--- config.mk ---
export PLATFORM = sky130hd
export DESIGN_NAME = ncpu32k_issue_ctrl
export DESIGN_NICKNAME = d
export VERILOG_FILES = /design/src/rtl/ncpu32k_issue_ctrl_pkg.sv /design/src/rtl/ncpu32k_scoreboard.sv /design/src/rtl/ncpu32k_issue_ctrl.sv
export SDC_FILE = /design/constraint.sdc
export NUM_CORES = 1
export LEC_CHECK = 0
export CAP_MARGIN = 40
export CORE_MARGIN = 3
export CORE_UTILIZATION = 49
export CTS_CLUSTER_DIAMETER = 80
export DETAILED_ROUTE_END_ITERATION = 10
export DONT_BUFFER_PORTS = 1
export PLACE_DENSITY = 0.63
export RECOVER_POWER = 50
export SYNTH_ARGS = -nofsm -noshare
export SYNTH_HDL_FRONTEND = slang
export SYNTH_SLANG_ARGS = --single-unit
--- constraint.sdc ---
create_clock -name clk -period 8.9 [get_ports clk]
set_clock_uncertainty 0.05 [all_clocks]
set_input_delay 1.78 -clock clk [delete_from_list [all_inputs] [get_ports clk]]
set_output_delay 1.78 -clock clk [all_outputs]
set_load 0.1 [all_outputs]
--- src/rtl/ncpu32k_issue_ctrl_pkg.sv ---
// Shared types for the issue stage: FU one-hot indices, FSM states, held uop fields.
package ncpu32k_issue_ctrl_pkg;

    localparam int NCPU_REG_AW  = 5;
    localparam int NCPU_REG_NUM = 1 << NCPU_REG_AW;

    localparam int NCPU_FU_W   = 5;
    localparam int NCPU_FU_ALU = 0;
    localparam int NCPU_FU_LPU = 1;
    localparam int NCPU_FU_BRU = 2;
    localparam int NCPU_FU_LSU = 3;
    localparam int NCPU_FU_EPU = 4;

    typedef enum logic [1:0] {
        ISS_ST_RUN    = 2'd0,
        ISS_ST_DRAIN  = 2'd1,
        ISS_ST_SERIAL = 2'd2
    } iss_state_t;

    typedef struct packed {
        logic [NCPU_FU_W-1:0]   fu;
        logic                   serial;
        logic                   rs1_re;
        logic                   rs2_re;
        logic [NCPU_REG_AW-1:0] rs1_addr;
        logic [NCPU_REG_AW-1:0] rs2_addr;
        logic                   wb_regf;
        logic [NCPU_REG_AW-1:0] wb_addr;
    } iss_uop_t;

endpackage

--- src/rtl/ncpu32k_scoreboard.sv ---
// Pending-destination scoreboard: one set port, two clear ports, three lookups.
// Latency: lookups read registered state; updates visible the next cycle.
// Backpressure: none; set wins over clear on the same bit, r0 never pends.
module ncpu32k_scoreboard
    import ncpu32k_issue_ctrl_pkg::*;
(
    input  logic                    clk,
    input  logic                    rst_n,
    input  logic                    set_en,
    input  logic [NCPU_REG_AW-1:0]  set_addr,
    input  logic                    clr0_en,
    input  logic [NCPU_REG_AW-1:0]  clr0_addr,
    input  logic                    clr1_en,
    input  logic [NCPU_REG_AW-1:0]  clr1_addr,
    input  logic [NCPU_REG_AW-1:0]  rd0_addr,
    input  logic [NCPU_REG_AW-1:0]  rd1_addr,
    input  logic [NCPU_REG_AW-1:0]  rd_wb_addr,
    output logic                    rd0_pend,
    output logic                    rd1_pend,
    output logic                    rd_wb_pend,
    output logic [NCPU_REG_NUM-1:0] pend
);

    logic [NCPU_REG_NUM-1:0] pend_q;
    logic [NCPU_REG_NUM-1:0] pend_nxt;

    always_comb begin
        pend_nxt = pend_q;
        if (clr0_en) pend_nxt[clr0_addr] = 1'b0;
        if (clr1_en) pend_nxt[clr1_addr] = 1'b0;
        if (set_en)  pend_nxt[set_addr]  = 1'b1;
        pend_nxt[0] = 1'b0;
    end

    always_ff @(posedge clk or negedge rst_n) begin
        if (!rst_n) pend_q <= '0;
        else        pend_q <= pend_nxt;
    end

    assign rd0_pend   = pend_q[rd0_addr];
    assign rd1_pend   = pend_q[rd1_addr];
    assign rd_wb_pend = pend_q[rd_wb_addr];
    assign pend       = pend_q;

endmodule

--- src/rtl/ncpu32k_issue_ctrl.sv ---
// Single-entry issue controller: holds one decoded op, checks RAW/WAW, issues to one FU.
// Latency: accept in cycle N, issue earliest N+1; one op per cycle when hazard-free.
// Backpressure: idu_ready drops while held op cannot fire; serializing ops drain the machine.
module ncpu32k_issue_ctrl
    import ncpu32k_issue_ctrl_pkg::*;
#(
    parameter int CONFIG_PAYLOAD_DW      = 64,
    parameter int CONFIG_LSU_OUTSTANDING = 2
) (
    input  logic                         clk,
    input  logic                         rst_n,
    input  logic                         flush,
    input  logic                         idu_valid,
    output logic                         idu_ready,
    input  logic [NCPU_FU_W-1:0]         idu_fu,
    input  logic                         idu_serial,
    input  logic                         idu_rs1_re,
    input  logic                         idu_rs2_re,
    input  logic [NCPU_REG_AW-1:0]       idu_rs1_addr,
    input  logic [NCPU_REG_AW-1:0]       idu_rs2_addr,
    input  logic                         idu_wb_regf,
    input  logic [NCPU_REG_AW-1:0]       idu_wb_addr,
    input  logic [CONFIG_PAYLOAD_DW-1:0] idu_payload,
    output logic [NCPU_FU_W-1:0]         iss_valid,
    input  logic [NCPU_FU_W-1:0]         iss_ready,
    output logic [NCPU_REG_AW-1:0]       iss_rs1_addr,
    output logic [NCPU_REG_AW-1:0]       iss_rs2_addr,
    output logic [NCPU_REG_AW-1:0]       iss_wb_addr,
    output logic                         iss_wb_regf,
    output logic [CONFIG_PAYLOAD_DW-1:0] iss_payload,
    input  logic                         wb0_valid,
    input  logic [NCPU_REG_AW-1:0]       wb0_addr,
    input  logic                         wb1_valid,
    input  logic [NCPU_REG_AW-1:0]       wb1_addr,
    input  logic                         lsu_done,
    input  logic                         epu_done,
    output logic                         busy
);

    localparam logic [2:0] LSU_MAX = 3'(CONFIG_LSU_OUTSTANDING);

    iss_state_t                   state, state_nxt;
    logic                         hold_vld;
    iss_uop_t                     hold_uop;
    logic [CONFIG_PAYLOAD_DW-1:0] hold_payload;
    logic                         ser_barrier;
    logic [2:0]                   lsu_cnt;
    logic [NCPU_REG_NUM-1:0]      pend;
    logic                         rs1_pend, rs2_pend, wb_pend;
    logic                         src_haz, waw, lsu_full, machine_empty;
    logic                         fire, accept, lsu_fire;

    ncpu32k_scoreboard u_scoreboard (
        .clk        (clk),
        .rst_n      (rst_n),
        .set_en     (fire & hold_uop.wb_regf),
        .set_addr   (hold_uop.wb_addr),
        .clr0_en    (wb0_valid),
        .clr0_addr  (wb0_addr),
        .clr1_en    (wb1_valid),
        .clr1_addr  (wb1_addr),
        .rd0_addr   (hold_uop.rs1_addr),
        .rd1_addr   (hold_uop.rs2_addr),
        .rd_wb_addr (hold_uop.wb_addr),
        .rd0_pend   (rs1_pend),
        .rd1_pend   (rs2_pend),
        .rd_wb_pend (wb_pend),
        .pend       (pend)
    );

    assign src_haz       = (hold_uop.rs1_re & rs1_pend) | (hold_uop.rs2_re & rs2_pend);
    assign waw           = hold_uop.wb_regf & wb_pend;
    assign lsu_full      = (lsu_cnt == LSU_MAX);
    assign machine_empty = ~|pend & (lsu_cnt == 3'd0);

    always_ff @(posedge clk or negedge rst_n) begin
        if (!rst_n) state <= ISS_ST_RUN;
        else        state <= state_nxt;
    end

    // Flush only aborts a drain; once a serializing op has issued it must complete.
    always_comb begin
        state_nxt = state;
        case (state)
            ISS_ST_RUN:    if (~flush & hold_vld & hold_uop.serial) state_nxt = ISS_ST_DRAIN;
            ISS_ST_DRAIN:  if (flush)                               state_nxt = ISS_ST_RUN;
                           else if (fire)                           state_nxt = ISS_ST_SERIAL;
            ISS_ST_SERIAL: if (ser_barrier | epu_done)              state_nxt = ISS_ST_RUN;
            default:                                                state_nxt = ISS_ST_RUN;
        endcase
    end

    always_comb begin
        iss_valid = '0;
        case (state)
            ISS_ST_RUN: begin
                if (hold_vld & ~hold_uop.serial & ~src_haz & ~waw) begin
                    iss_valid = hold_uop.fu;
                    if (lsu_full) iss_valid[NCPU_FU_LSU] = 1'b0;
                end
            end
            ISS_ST_DRAIN: if (hold_vld & machine_empty) iss_valid = hold_uop.fu;
            default: ;
        endcase
        if (flush) iss_valid = '0;
        fire      = |(iss_valid & iss_ready);
        idu_ready = ~flush & (~hold_vld | fire) & (state == ISS_ST_RUN);
    end

    assign accept   = idu_valid & idu_ready;
    assign lsu_fire = iss_valid[NCPU_FU_LSU] & iss_ready[NCPU_FU_LSU];

    always_ff @(posedge clk or negedge rst_n) begin
        if (!rst_n) begin
            hold_vld     <= 1'b0;
            hold_uop     <= '0;
            hold_payload <= '0;
        end else if (flush) begin
            hold_vld <= 1'b0;
        end else if (accept) begin
            hold_vld              <= 1'b1;
            hold_uop.fu           <= idu_fu;
            hold_uop.serial       <= idu_serial;
            hold_uop.rs1_re       <= idu_rs1_re;
            hold_uop.rs2_re       <= idu_rs2_re;
            hold_uop.rs1_addr     <= idu_rs1_addr;
            hold_uop.rs2_addr     <= idu_rs2_addr;
            hold_uop.wb_regf      <= idu_wb_regf;
            hold_uop.wb_addr      <= idu_wb_addr;
            hold_payload          <= idu_payload;
        end else if (fire) begin
            hold_vld <= 1'b0;
        end
    end

    // A barrier targets the LSU and needs only one SERIAL cycle, no epu_done.
    always_ff @(posedge clk or negedge rst_n) begin
        if (!rst_n)                                  ser_barrier <= 1'b0;
        else if (state == ISS_ST_DRAIN && fire)      ser_barrier <= hold_uop.fu[NCPU_FU_LSU];
    end

    always_ff @(posedge clk or negedge rst_n) begin
        if (!rst_n) begin
            lsu_cnt <= 3'd0;
        end else begin
            case ({lsu_fire, lsu_done})
                2'b10:   lsu_cnt <= lsu_cnt + 3'd1;
                2'b01:   if (lsu_cnt != 3'd0) lsu_cnt <= lsu_cnt - 3'd1;
                default: lsu_cnt <= lsu_cnt;
            endcase
        end
    end

    assign iss_rs1_addr = hold_uop.rs1_addr;
    assign iss_rs2_addr = hold_uop.rs2_addr;
    assign iss_wb_addr  = hold_uop.wb_addr;
    assign iss_wb_regf  = hold_uop.wb_regf;
    assign iss_payload  = hold_payload;

    assign busy = hold_vld | (|pend) | (lsu_cnt != 3'd0) | (state != ISS_ST_RUN);

    a_iss_onehot: assert property (@(posedge clk) disable iff (!rst_n) $onehot0(iss_valid));
    a_lsu_bound:  assert property (@(posedge clk) disable iff (!rst_n) lsu_cnt <= LSU_MAX);

endmodule

After elaboration in Yosys (flattened, before gate mapping):

Cells that the tools add are included.

* $add $sub $neg: 2
* $lt $le $gt $ge: 8
* eq/ne operators: 9
* mux-type cells: 30
* bitwise operators: 32
* reductions and logical operators: 16

Operators by type and width (count)
* $mux W32: 3
* $and A32 B32 Y32: 2
* $not A32 Y32: 2
* $or A32 B32 Y32: 1
* $reduce_or A31 Y1: 1
* $lt A5 B6 Y1 const B: 5
* $and A1 B1 Y1: 15
* $bmux W1 S5: 3
* $demux W1 S5: 3
* $ge A5 B1 Y1 const B: 3
* $mux W5: 3
* $mux W1: 10
* $pmux W5 S2: 1
* $mux W2: 4
* $ne A2 B2 Y1 const B: 3
* $or A1 B1 Y1: 6
* $pmux W2 S3: 1
* $pmux W3 S2: 1
* $reduce_bool A3 Y1: 2
* $and A5 B5 Y5: 1
* $not A1 Y1: 5
* $reduce_or A5 Y1: 1
* $eq A2 B1 Y1 const B: 2
* $eq A2 B2 Y1 const B: 2
* other kinds (12): 17

* flip-flop bits (word level): 126
* input port bits: 111
* output and inout bits: 87
* logic and storage cells: 111

Logic depth before layout (Yosys ltp):

Gate-level depths: netlist (run 1).

* word-level depth: 18
* gate-level depth with buffers: 14
* mapped depth without buffers: 12

By module:

Synthesis (run 1) repeated with hierarchy kept, for this count alone.

* cells, all modules: 552
* area, all modules: 6602.6 um2

By module, submodules not included
* ncpu32k_issue_ctrl: times used 1, cells each 280, area each 4027.6 um2, sequential area each 2377.3 um2
* ncpu32k_scoreboard: times used 1, cells each 272, area each 2575.0 um2, sequential area each 775.7 um2

Worst setup path before layout (run 1):

Ideal clock, no wire load.

* path type: input to output
* start: in iss_ready[2]
* end: out idu_ready
* arrival: 7.568 ns
* data required time: 7.070 ns
* slack: -0.498 ns
* stages: 6
* path buffers: 2
* path through: a22oi_1 -> and3_1 -> or4_1 -> clkbuf_1 -> clkbuf_1 -> a2111oi_0

* word-level cells in the longest chain between the ends: 5

Ends and longest elaborated chain
* start, declared: RTL line ncpu32k_issue_ctrl.sv:25 `input logic [NCPU_FU_W-1:0] iss_ready,`
* $and A5 B5 Y5: RTL line ncpu32k_issue_ctrl.sv:106 `fire = |(iss_valid & iss_ready);`
* $reduce_or A5 Y1: RTL line ncpu32k_issue_ctrl.sv:106
* $or A1 B1 Y1: RTL line ncpu32k_issue_ctrl.sv:107 `idu_ready = ~flush & (~hold_vld | fire) & (state == ISS_ST_RUN);`
* $and A1 B1 Y1 (2 in a row): RTL line ncpu32k_issue_ctrl.sv:107
* end, declared: RTL line ncpu32k_issue_ctrl.sv:14 `output logic idu_ready,`

Every way passes these cells.

Worst setup path in the final report (run 1):

* start: reg hold_uop (netlist bit iss_wb_addr[1])
* end: out idu_ready

* word-level cells in the longest chain between the ends: 13

Ends and longest elaborated chain
* start, declared: RTL line ncpu32k_issue_ctrl.sv:44 `iss_uop_t hold_uop;`
* $bmux W1 S5: RTL line ncpu32k_scoreboard.sv:42 `assign rd_wb_pend = pend_q[rd_wb_addr];`
* $mux W1 (implied by the code): RTL line ncpu32k_scoreboard.sv:42
* $and A1 B1 Y1: RTL line ncpu32k_issue_ctrl.sv:72 `assign waw = hold_uop.wb_regf & wb_pend;`
* $not A1 Y1: RTL line ncpu32k_issue_ctrl.sv:97 `if (hold_vld & ~hold_uop.serial & ~src_haz & ~waw) begin`
* $and A1 B1 Y1: RTL line ncpu32k_issue_ctrl.sv:97
* $mux W5: RTL line ncpu32k_issue_ctrl.sv:97
* $pmux W5 S2: RTL line ncpu32k_issue_ctrl.sv:95 `case (state)`
* $mux W5: RTL line ncpu32k_issue_ctrl.sv:105 `if (flush) iss_valid = '0;`
* $and A5 B5 Y5: RTL line ncpu32k_issue_ctrl.sv:106
* $reduce_or A5 Y1: RTL line ncpu32k_issue_ctrl.sv:106
* $or A1 B1 Y1: RTL line ncpu32k_issue_ctrl.sv:107
* $and A1 B1 Y1 (2 in a row): RTL line ncpu32k_issue_ctrl.sv:107

Every way passes these cells. The select of a mux whose other input is x is not followed.

==> impl_metrics.py, run 1 <==
metrics = {
    "setup_path": {
        "worstPathRequired_ns": 7.07,
        "path_cells": "mux2i_1 > o22ai_1 > or4_1 > a211oi_1 > o311ai_1 > or4_1 > a2111oi_2 > buf_16",
        "cp_data_arrival_time_ns": 4.45,
        "worstSetupStartpoint": "iss_wb_addr[1]$_DFFE_PN0P_",
        "cpMostUsedCell": "or4_1",
        "crit_path_start_kind": "register",
        "timing.rr.start": "iss_wb_addr[1]$_DFFE_PN0P_",
        "slowest_delay_ns": 0.98,
        "crit_fanout": 19,
        "crit_type": "register to output port",
        "r2r_slack_ns": 4.05,
        "cpMaxStageDelayCell": "dfrtp_2",
        "crit_path_end_kind": "output port",
    },
    "timing": {
        "fin_crit_ns": 6.284,
        "hold_violations": 0,
        "fmax_ghz": 0.1591,
        "fin_crit_sh": 0.7061,
        "slew_headroom": 0.1481,
        "finalSetupViolCount": 0,
        "maxSlewViolCount": 0,
        "rsz0062_at_grt": "no",
        "setup_tns_ns": 0,
        "worst_pin_slew_ns": 1.278,
    },
    "route": {
        "avgViaCountPerCell": 6.405,
        "drt_pre_antenna_iters": 5,
        "wl_per_cell_um": 26.87,
        "final_antenna_net_count": 0,
        "drc": 0,
        "wirelength_um": 20630,
        "vias": 4919,
        "drt-initial-drc-count": 420,
    },
    "pwr": {
        "power.total_w": 0.003397,
        "power_leakage_nw": 3.104,
        "power_density_mw_per_mm2": 444.0,
        "max-vdd-ir-drop_uv": 265.2,
    },
    "logic_synthesis": {
        "yosysTopAreaCell": "dfrtp_1",
        "synth.distinct_cells": 49,
        "yosys_warnings": 0,
        "synth_nets": 647,
        "synth_area_mm2": 0.006402,
        "postSynth.asyncResetShare": 1.000,
        "synth_flop_cell": "dfrtp_1",
        "postSynthAreaPerCell_um2": 11.97,
        "yosys.area.top_type_share": 0.4925,
        "synth-edff-count": 0,
        "yosys-top-cells-area": "dfrtp_1 49%, mux2_2 12%, mux4_2 5.3%",
        "seq_area_frac_synth": 0.4925,
        "netlist_instances": 535,
        "synth_seq_cells": 126,
    },
    "floorplanning": {
        "die_x_um": 120.3,
        "ioPinCount": 198,
        "die_h_um": 120.3,
        "row_count": 41,
        "core_mm2": 0.01272,
        "start_util": 0.5032,
        "die_area_mm2": 0.01447,
    },
    "finish": {
        "fin_area_mm2": 0.007651,
        "drive_above_1_share": 0.2504,
        "area_delta_synth_final_pct": 19.50,
        "final_net_count": 694,
        "fillers": 1000,
        "layout_common_cells": "125 x dfrtp_1, 70 x mux2_2, 46 x clkbuf_1, 44 x nand2_1, 34 x a22oi_1",
        "layout_commonest_cell": "dfrtp_1",
    },
    "placed_design": {
        "io_buffers": 0,
        "gp_congestion": 0.9349,
        "placed_cell_area_mm2": 0.007595,
        "dp_hpwl_um": 13380,
    },
    "clock_tree": {
        "postCtsSetupBuffers": 0,
        "cts_sinks": 126,
        "cts_tree": "done",
        "htree_levels": 4,
        "cts_root_buffer": "clkbuf_16",
        "cts_buffer_depth": 2,
        "clk_latency_ns": 0.43,
        "cts-hold-fix-buffers": 0,
        "clk_pin_slew_ns": 0.06,
        "cts_made_buffers": 17,
        "ctsResizeCount": 0,
    },
    "run": {
        "max_cap_violations": 0,
    },
    "global_route": {
        "grt_max_degree": 127,
        "grt_pass1_wl_um": 28780,
        "overflow": 0,
        "track_usage": 0.2615,
        "antenna_found_initial": 1,
        "first_global_vias": 4983,
    },
    "hold_path": {
        "hold_class": "register to register",
        "min_from": "ser_barrier$_DFFE_PN0P_",
    },
    "status": {
        "status": "finished clean",
    },
}
worst paths after layout:
check / endpoint / cells after the start
worst max-delay path: idu_ready / 8
worst min-delay path: state[1]$_DFFE_PN0P_ / 1
worst max register to register: iss_payload[46]$_DFFE_PN0P_ / 9
worst min register to register: state[1]$_DFFE_PN0P_ / 1
max in group asynchronous: iss_payload[15]$_DFFE_PN0P_ / 0
min in group asynchronous: iss_payload[28]$_DFFE_PN0P_ / 0
stage by stage:
step                utilization  setup WS [ns]  cells  hold slack [ns]
finish                   0.6014          2.616    768           0.3863
global route             0.6014          2.343    768           0.3984
CTS                      0.6491          2.632    752           0.3919
detailed placement       0.5970          3.101    720           0.3847
global placement         0.5095          3.123    675           0.3777
floorplan                     -         0.8570    535           0.3638
sequential cells by signal, summed over array words and instances (netlist names), 2 cells and up:
name               flops
u_scoreboard.pend     31
iss_rs1_addr           5
hold_uop               8
iss_rs2_addr           5
lsu_cnt                3
iss_wb_addr            5
state                  2
iss_payload           64
report_power, final:
| part | switching, W | internal (W) |
|---|---|---|
| Combinational | 0.00106 | 0.000369 |
| Clock | 0.000260 | 0.000531 |
| Sequential | 0.000435 | 0.000736 |
area by class of cell:
cell class	count	area (µm²)	share of cell area
antenna	1	2.502	0.0003271
clock buffer	21	450.4	0.05887
clock inverter	11	212.7	0.02780
inverter	9	33.78	0.004415
multi-input combinational	356	2969	0.3881
sequential	126	3154	0.4123
tap	172	215.2	0.02813
timing repair buffer	72	613.1	0.08013
critical path, delay by kind of cell (launching register included):
kind            cells  cell delay (ns)
simple gates        2             1.28
mux                 1             0.27
compound gates      4             1.26
flops               1             0.98
buf+inv             1             0.24
kinds of logic (layout without fill, tap and decap cells):
| family | after synthesis | in the layout | synth area share |
|---|---|---|---|
| other cells | 0 | 1 | 0 |
| simple gates | 136 | 136 | 0.1161 |
| mux | 125 | 125 | 0.2423 |
| fa+ha+maj | 1 | 1 | 0.003127 |
| compound gates | 94 | 94 | 0.1001 |
| buf+inv | 53 | 113 | 0.04593 |
| flops | 126 | 126 | 0.4925 |
Yosys cell counts (all sizes together), types with 2 or more instances:
cell type,instances
nand4,3
or4,5
dfrtp,126
nor4,10
nand3,5
inv,9
nor3,7
clkbuf,13
or3,2
and3b,5
or3b,3
o311ai,2
o21ai,27
and3,8
buf,31
mux2i,20
o211ai,3
mux4,15
and2,4
a31oi,2
nor2,14
nand2,44
a21o,2
nand3b,10
a21oi,3
mux2,90
a22oi,34
nor3b,8
nor2b,3
o31ai,8
nand2b,3
o22ai,4
per-layer routing:
metal	wire length (µm)	up-vias	GRT usage
met5	0	-	0
met1	7307	2489	0.3063
met2	10780	281	0.4450
met3	1681	56	0.08466
li1	-	2093	-
met4	865	0	0.1076
Power figures use the tool's default switching activity.
==> run 2, diff against run 1 <==
==> constraint.sdc (replaced) <==
create_clock -name clk -period 5.9 [get_ports clk]
set_clock_uncertainty 0.05 [all_clocks]
set_input_delay 1.18 -clock clk [delete_from_list [all_inputs] [get_ports clk]]
set_output_delay 1.18 -clock clk [all_outputs]
set_load 0.1 [all_outputs]
==> impl_metrics.py, run 2 (synthesis results as in run 1) <==
metrics = {
    "route": {
        "vias": 4927,
        "final_antenna_net_count": 0,
        "wirelength_um": 19840,
        "drt_pre_antenna_iters": 7,
        "avgViaCountPerCell": 6.441,
        "drt-initial-drc-count": 612,
        "drc": 0,
        "wl_per_cell_um": 25.93,
    },
    "floorplanning": {
        "die_x_um": 120.3,
        "core_mm2": 0.01272,
        "die_area_mm2": 0.01447,
        "row_count": 41,
        "die_h_um": 120.3,
        "start_util": 0.5032,
        "ioPinCount": 198,
    },
    "setup_path": {
        "timing.rr.start": "iss_wb_addr[1]$_DFFE_PN0P_",
        "crit_family": "compound AO/OA/AOI/OAI gates",
        "crit_path_end_kind": "output port",
        "path_cells": "mux2i_1 > o22ai_1 > or4_1 > a211oi_1 > o311ai_1 > or4_1 > a2111oi_4 > buf_16",
        "crit_path_start_kind": "register",
        "cpMaxStageDelayCell": "dfrtp_2",
        "crit_type": "register to output port",
        "worstSetupStartpoint": "iss_wb_addr[1]$_DFFE_PN0P_",
        "worstPathRequired_ns": 4.67,
        "cp_data_arrival_time_ns": 4.23,
        "crit_fanout": 19,
        "path_buf_inv": 1,
        "slowest_delay_ns": 0.96,
        "cpMostUsedCell": "or4_1",
        "r2r_slack_ns": 1.32,
    },
    "pwr": {
        "power_leakage_nw": 3.097,
        "seq_power_share": 0.352,
        "power.total_w": 0.005100,
        "p_int_w": 0.002452,
        "power_density_mw_per_mm2": 669.4,
        "power_frac_clock": 0.233,
        "p_comb_frac": 0.415,
        "p_sw_frac": 0.5193,
        "max-vdd-ir-drop_uv": 342.8,
        "power.switching_w": 0.002648,
    },
    "global_route": {
        "antenna_found_initial": 0,
        "track_usage": 0.2542,
        "grt_max_degree": 127,
        "first_global_vias": 4876,
        "overflow": 0,
        "grt_pass1_wl_um": 28020,
    },
    "finish": {
        "largest_register_ff_count": 64,
        "area_delta_synth_final_pct": 19.02,
        "layout_common_cells": "125 x dfrtp_1, 70 x mux2_2, 44 x nand2_1, 44 x clkbuf_1, 34 x a22oi_1",
        "diodes": 0,
        "fin_util": 0.5989,
        "ff_latch_area_mm2": 0.003154,
        "final_net_count": 693,
        "multi_input_area_mm2": 0.002982,
        "layout_commonest_cell": "dfrtp_1",
        "fillers": 1005,
        "drive_above_1_share": 0.2530,
    },
    "run": {
        "max_cap_violations": 0,
    },
    "timing": {
        "maxSlewViolCount": 0,
        "fin_crit_ns": 5.462,
        "slew_headroom": 0.1474,
        "rsz0062_at_grt": "no",
        "hold_violations": 0,
        "fmax_ghz": 0.1831,
        "setup_tns_ns": 0,
        "finalSetupViolCount": 0,
        "worst_pin_slew_ns": 1.284,
        "fin_crit_sh": 0.9258,
    },
    "placed_design": {
        "dp_hpwl_um": 13180,
        "gp_congestion": 0.9207,
        "io_buffers": 0,
    },
    "clock_tree": {
        "cts-hold-fix-buffers": 0,
        "cts_made_buffers": 17,
        "clk_pin_slew_ns": 0.06,
        "ctsResizeCount": 0,
        "cts_root_buffer": "clkbuf_16",
        "cts_sinks": 126,
        "clk_latency_ns": 0.42,
        "cts_buffer_depth": 2,
        "htree_levels": 4,
        "cts_tree": "done",
        "postCtsSetupBuffers": 0,
    },
    "hold_path": {
        "hold_class": "primary input to async pin",
    },
    "status": {
        "status": "finished clean",
    },
}
run 2: worst reg2reg max path, stage by stage (launching register included):
cell	delay, ns
dfrtp_2	0.96
mux2i_1	0.35
o22ai_1	0.12
or4_1	0.52
a211oi_1	0.41
o311ai_1	0.25
or4_1	0.51
buf_4	0.24
a21oi_4	0.18
buf_12	0.40
mux2_1	0.46
run 2: final cells by class:
cell class              count  area share
clock buffers              18     0.05632
clock inverters            13     0.03087
inverters                   9    0.004433
multi-input cells         356      0.3913
flip-flops and latches    126      0.4140
well taps                 172     0.02824
repair buffers             71     0.07488
run 2: worst paths after layout:
| kind | end | depth (start not counted) |
|---|---|---|
| max | idu_ready | 8 |
| min | iss_payload[28]$_DFFE_PN0P_ | 0 |
| max reg2reg | iss_payload[28]$_DFFE_PN0P_ | 10 |
| min reg2reg | state[1]$_DFFE_PN0P_ | 1 |
| max in group asynchronous | iss_payload[58]$_DFFE_PN0P_ | 0 |
| min in group clk | state[1]$_DFFE_PN0P_ | 1 |
run 2: power by group through the flow:
stage               Clock, W  Combinational (W)  Sequential [W]
floorplan                  0           0.000977         0.00245
finish               0.00119            0.00212         0.00180
global route         0.00123            0.00219         0.00183
CTS                  0.00119            0.00222         0.00208
global placement           0           0.000892         0.00270
detailed placement         0            0.00220         0.00208
run 2: per-layer routing:
layer  routed length [µm]  track usage  part of all wire  up-vias
li1                     -            -                 -     2090
met1                 7290       0.3103              0.37     2443
met5                    0            0                 0        -
met3                 1776      0.07951             0.090       61
met4                  671       0.1041             0.034        0
met2                10100       0.4208              0.51      333
run 2: metrics by stage:
| stage | instances | hold WS [ns] | setup WS (ns) | instance area, µm² |
|---|---|---|---|---|
| global placement | 681 | 0.3753 | 1.067 | 6553 |
| finish | 765 | 0.4020 | 0.4378 | 7620 |
| detailed placement | 722 | 0.3848 | 1.027 | 7647 |
| floorplan | 535 | 0.3638 | 0.1791 | 6409 |
| CTS | 753 | 0.3930 | 0.5913 | 8312 |
| global route | 765 | 0.3831 | 0.3271 | 7620 |
